File: src/rtl/rv_regfile_pkg.sv
// rv_regfile_pkg: shared defaults, width derivations and port-slice helper for the register file
package rv_regfile_pkg;
    localparam int XLEN_DEF     = 32;
    localparam int NREGS_DEF    = 32;
    localparam int PEND_MAX_DEF = 3;

    function automatic int aw_of(input int nregs);
        return $clog2(nregs);
    endfunction

    function automatic int cw_of(input int pend_max);
        return $clog2(pend_max + 1);
    endfunction

    // LSB of port i on a packed bus of w-bit fields
    function automatic int port_lsb(input int i, input int w);
        return i * w;
    endfunction
endpackage

File: src/rtl/rv_regfile_pend_cnt.sv
// rv_regfile_pend_cnt: saturating pending-write counter for one architectural register
module rv_regfile_pend_cnt #(
    parameter int PEND_MAX = 3,
    parameter int CW       = 2
) (
    input  logic CLK,
    input  logic rst,
    input  logic clr,
    input  logic inc,
    input  logic dec,
    output logic cnt_nz,
    output logic cnt_is_one,
    output logic full
);
    logic [CW-1:0] cnt;
    logic          dec_ok;

    // writebacks of squashed instructions find cnt==0 and must not underflow
    assign dec_ok     = dec && cnt != '0;
    assign cnt_nz     = cnt != '0;
    assign cnt_is_one = cnt == CW'(1);
    assign full       = cnt == CW'(PEND_MAX);

    always_ff @(posedge CLK) begin
        if (rst || clr)
            cnt <= '0;
        else if (inc && !dec_ok)
            cnt <= cnt + CW'(1);
        else if (!inc && dec_ok)
            cnt <= cnt - CW'(1);
    end
endmodule

File: src/rtl/rv_regfile_sb.sv
// rv_regfile_sb: integer register file with write bypass and per-register pending-write scoreboard
module rv_regfile_sb
    import rv_regfile_pkg::*;
#(
    parameter int XLEN     = XLEN_DEF,
    parameter int NREGS    = NREGS_DEF,
    parameter int NRD      = 2,
    parameter int PEND_MAX = PEND_MAX_DEF,
    parameter int AW       = aw_of(NREGS),
    parameter int CW       = cw_of(PEND_MAX)
) (
    input  logic                CLK,
    input  logic                RESET,
    input  logic [NRD*AW-1:0]   RD_ADDR,
    output logic [NRD*XLEN-1:0] RD_DATA,
    output logic [NRD-1:0]      RD_BUSY,
    input  logic                WR_EN,
    input  logic [AW-1:0]       WR_ADDR,
    input  logic [XLEN-1:0]     WR_DATA,
    input  logic                ISSUE_EN,
    input  logic [AW-1:0]       ISSUE_ADDR,
    output logic                ISSUE_READY,
    input  logic                FLUSH
);
    logic [XLEN-1:0]  mem [NREGS];
    logic [NREGS-1:0] nz, one, full;

    always_ff @(posedge CLK) begin
        if (RESET)
            for (int k = 0; k < NREGS; k++) mem[k] <= '0;
        else if (WR_EN && WR_ADDR != '0)
            mem[WR_ADDR] <= WR_DATA;
    end

    assign ISSUE_READY = !full[ISSUE_ADDR];

    for (genvar r = 0; r < NREGS; r++) begin : g_cnt
        if (r == 0) begin : g_zero
            assign nz[r]   = 1'b0;
            assign one[r]  = 1'b0;
            assign full[r] = 1'b0;
        end else begin : g_reg
            rv_regfile_pend_cnt #(.PEND_MAX(PEND_MAX), .CW(CW)) u_cnt (
                .CLK        (CLK),
                .rst        (RESET),
                .clr        (FLUSH),
                .inc        (ISSUE_EN && ISSUE_READY && ISSUE_ADDR == AW'(r)),
                .dec        (WR_EN && WR_ADDR == AW'(r)),
                .cnt_nz     (nz[r]),
                .cnt_is_one (one[r]),
                .full       (full[r])
            );
        end
    end

    for (genvar i = 0; i < NRD; i++) begin : g_rd
        logic [AW-1:0] addr;
        logic          byp;
        assign addr = RD_ADDR[port_lsb(i, AW) +: AW];
        assign byp  = WR_EN && WR_ADDR == addr;
        assign RD_DATA[port_lsb(i, XLEN) +: XLEN] = addr == '0 ? '0 : byp ? WR_DATA : mem[addr];
        // the last outstanding write arriving now is covered by the bypass
        assign RD_BUSY[i] = nz[addr] && !(one[addr] && byp);
    end
endmodule

File: config.mk
export PLATFORM = sky130hd
export DESIGN_NAME = rv_regfile_sb
export DESIGN_NICKNAME = d
export VERILOG_FILES = /design/src/rtl/rv_regfile_pkg.sv /design/src/rtl/rv_regfile_pend_cnt.sv /design/src/rtl/rv_regfile_sb.sv
export SDC_FILE = /design/constraint.sdc
export NUM_CORES = 2
export LEC_CHECK = 0
export CAP_MARGIN = 20
export CORE_AREA = 2 2 423 425
export DETAILED_ROUTE_END_ITERATION = 10
export DIE_AREA = 0 0 425 427
export DONT_BUFFER_PORTS = 1
export GPL_TIMING_DRIVEN = 0
export HOLD_SLACK_MARGIN = 0.08
export PLACE_DENSITY_LB_ADDON = 0.05
export SKIP_LAST_GASP = 1
export SYNTH_ARGS = -nofsm -noshare
export SYNTH_HDL_FRONTEND = slang
export SYNTH_SLANG_ARGS = --single-unit
File: constraint.sdc
create_clock -name CLK -period 3.3 [get_ports CLK]
set_clock_uncertainty 0.05 [all_clocks]
set_input_delay 0.495 -clock CLK [delete_from_list [all_inputs] [get_ports CLK]]
set_output_delay 0.495 -clock CLK [all_outputs]
set_load 0.01 [all_outputs]
==> results.json <==
{
  "clockBufferDepth": 3,
  "synthCells": 4531,
  "p_comb_share_pct": 18.0,
  "rows": 155,
  "synth.avg_cell_area_um2": 13.61,
  "yosysTopAreaCell": "edfxtp_1",
  "setup_viol_count_final": 79,
  "fillCellCount": 16350,
  "fmax_mhz": 289.3,
  "fp.dieW_um": 425,
  "p_seq_share_pct": 41.8,
  "layout_setup_ws_ns": -0.1565,
  "initial_core_util_pct": 34.80,
  "gp_congestion": 1.053,
  "wl_met2_mm": 151.2,
  "core_area_mm2": 0.1773,
  "drt-initial-drc-count": 7796,
  "met3_length_mm": 43.51,
  "crit_fanout": 2,
  "switching_share_pct": 30.22,
  "whs_ns": 0.1549,
  "start_kind": "register",
  "crit_type": "reg2out",
  "synth_ff_type": "edfxtp_1",
  "grt_pass1_vias": 43920,
  "p_clk_share_pct": 40.1,
  "leakagePower_uw": 0.02705,
  "routed_via_density": 6.362,
  "setup_tns_ns": -5.490,
  "final_common_cell": "edfxtp_1",
  "io_pins": 124,
  "period_minus_slack_ns": 3.456,
  "rsz0062_at_grt": "yes",
  "p_switching_uw": 11670,
  "drc": 0,
  "crit_required_ns": 2.75,
  "numCtsBuffers": 141,
  "grt_pass1_wl_mm": 461.7,
  "slew_headroom_pct": 9.895,
  "ys_types": 61,
  "hpwl_mm": 257.7,
  "syn2layout_area_growth_pct": 24.67,
  "synth_edf_count": 1024,
  "p_int_uw": 26950,
  "yosys_warnings": 0,
  "violations": "negative setup slack",
  "dieArea_mm2": 0.1815,
  "nets": 5137,
  "cp-end-kind": "output port",
  "first_pass_iters": 7,
  "ys_ff_latch": 1086,
  "final_util_pct": 43.39,
  "status": "finished, violations left",
  "dieHeight_um": 427,
  "clk_transition_reported_paths_ns": 0.06,
  "arrival_ns": 2.91,
  "hold_path_class": "in2reg",
  "synth_top_area_share_pct": 49.85,
  "maxCapViolCount": 0,
  "ir_drop_v": 0.0004694,
  "final_cell_mix": "edfxtp_1, and2_1, mux4_2",
  "total_power_uw": 38620,
  "tightest_slew_ns": 1.352,
  "finalCritPeriodShare_pct": 104.7,
  "finalHoldViolCount": 0,
  "portBuffers": 0,
  "ys_async_sr_fraction_pct": 0,
  "antenna_found_initial": 43,
  "wl_per_cell_um": 48.79,
  "place_inst": 7002,
  "pwr_density_cell_mw_per_mm2": 502.2,
  "grt-ovfl-total": 0,
  "numClockSinks": 1086,
  "tritoncts": "yes",
  "worstSkewPairLatency_ns": 0.82,
  "slew_violations": 0,
  "ctsHtreeMaxLevel": 4,
  "syn_area_mm2": 0.06169,
  "drive_gt1_share_pct": 30.79,
  "vias": 47400,
  "routed_wl_mm": 363.5,
  "yosysSeqAreaShare_pct": 51.86,
  "top_layer": "met5",
  "finalNonFillerCells": 7451,
  "m1WireLength_mm": 142.0,
  "grtUsageTotal_pct": 39.50,
  "detail-route-antenna-nets": 0,
  "grt_max_degree": 33,
  "cts_root_buf": "clkbuf_16",
  "synth.area.top_cells": "edfxtp_1, mux4_2, and2_1"
}
-- cell families after synthesis --
group,Yosys count,share of synthesized area [%]
AO/OA/AOI/OAI,418,4.862
XOR/XNOR,72,1.022
adder cells (fa/ha/maj),124,2.515
buffers and inverters,505,3.572
flip-flops,1086,51.86
multiplexers,812,22.01
other,1,0.006079
AND/OR/NAND/NOR,1513,14.16
-- sequential cells by signal, summed over array words and instances (netlist names) --
signal,cells
g_cnt.g_reg.u_cnt.cnt,62
mem,1024
-- routing by layer --
layer  global-route usage, %  vias up
li1                        -    18020
met1                   51.71    25040
met2                   55.97     3507
met3                   13.47      824
met4                   24.56       10
met5                       0        -
-- worst max-delay path, stage by stage, from the launching register on --
cell and delay (ns):
edfxtp_1 0.39, mux4_2 0.61, mux4_2 0.51, nor2b_4 0.14, a221o_2 0.44
-- path summary, 6_finish.rpt --
kind | end | slack [ns] | startpoint | cells past startpoint
worst max register to register | g_cnt[17].g_reg.u_cnt.cnt[1] | 0.21 | g_cnt[22].g_reg.u_cnt.cnt[0] | 10
worst min-delay path | mem[11][3] | 0.15 | WR_DATA[3] | 2
worst max-delay path | RD_DATA[26] | -0.16 | mem[30][26] | 4
worst min register to register | g_cnt[29].g_reg.u_cnt.cnt[1] | 0.45 | g_cnt[29].g_reg.u_cnt.cnt[1] | 2
-- per-stage QoR --
| step | area [um2] | setup slack [ns] |
|---|---|---|
| final | 76910 | -0.1565 |
| after global routing | 76860 | -0.1582 |
| after CTS | 75680 | -0.1583 |
| after detailed placement | 66210 | -2.645 |
| after floorplan | 61800 | 0.3883 |
| after global placement | 64750 | -3.729 |
-- synthesized netlist by cell type, types with 12 or more instances --
cell type / number
a21oi_1: 67
mux2_2: 91
ha_1: 124
nor2b_1: 12
nand2_1: 50
nor3b_1: 14
buf_1: 13
buf_2: 81
a221oi_1: 78
a2111oi_0: 20
or3_1: 34
nand3_1: 29
o21ai_0: 48
xor2_1: 67
nor3_1: 42
dfxtp_1: 62
o221ai_1: 12
and2_1: 997
a211o_1: 13
clkbuf_1: 294
inv_1: 68
nor2_1: 232
nand2b_1: 15
a211oi_1: 25
edfxtp_1: 1024
or2_2: 48
mux4_2: 421
buf_4: 39
a221o_1: 13
o22ai_1: 53
a22oi_1: 46
nand3b_1: 13
mux2i_1: 296
-- what timing repair did --
action	in CTS	in global routing
pin swaps	66	47
hold endpoints to repair	42	0
cloned	5	3
hold buffers	33	0
resized for setup	916	132
setup buffers	87	47
endpoints found under the setup margin	67	61
-- power groups by stage --
stage	clock, uW	combinational [uW]	sequential [uW]
2_1_floorplan	0	2650	16300
3_3_place_gp	0	5350	16400
3_5_place_dp	0	5540	16400
4_1_cts	15500	6460	16100
5_1_grt	16000	6840	16200
6_report	15500	6960	16200
-- cell type report --
type | instances | area, um2 | share of cell area (%)
clock buffers | 184 | 3794 | 4.933
diodes | 26 | 65.06 | 0.08460
clock inverters | 73 | 638.1 | 0.8297
plain buffers | 424 | 3790 | 4.928
well taps | 2355 | 2947 | 3.831
flip-flops and latches | 1086 | 32060 | 41.69
inverters | 70 | 282.8 | 0.3677
multi-input cells | 2971 | 30080 | 39.11
repair buffers | 262 | 3244 | 4.219
Note: power is estimated with default switching activity, not from simulation.
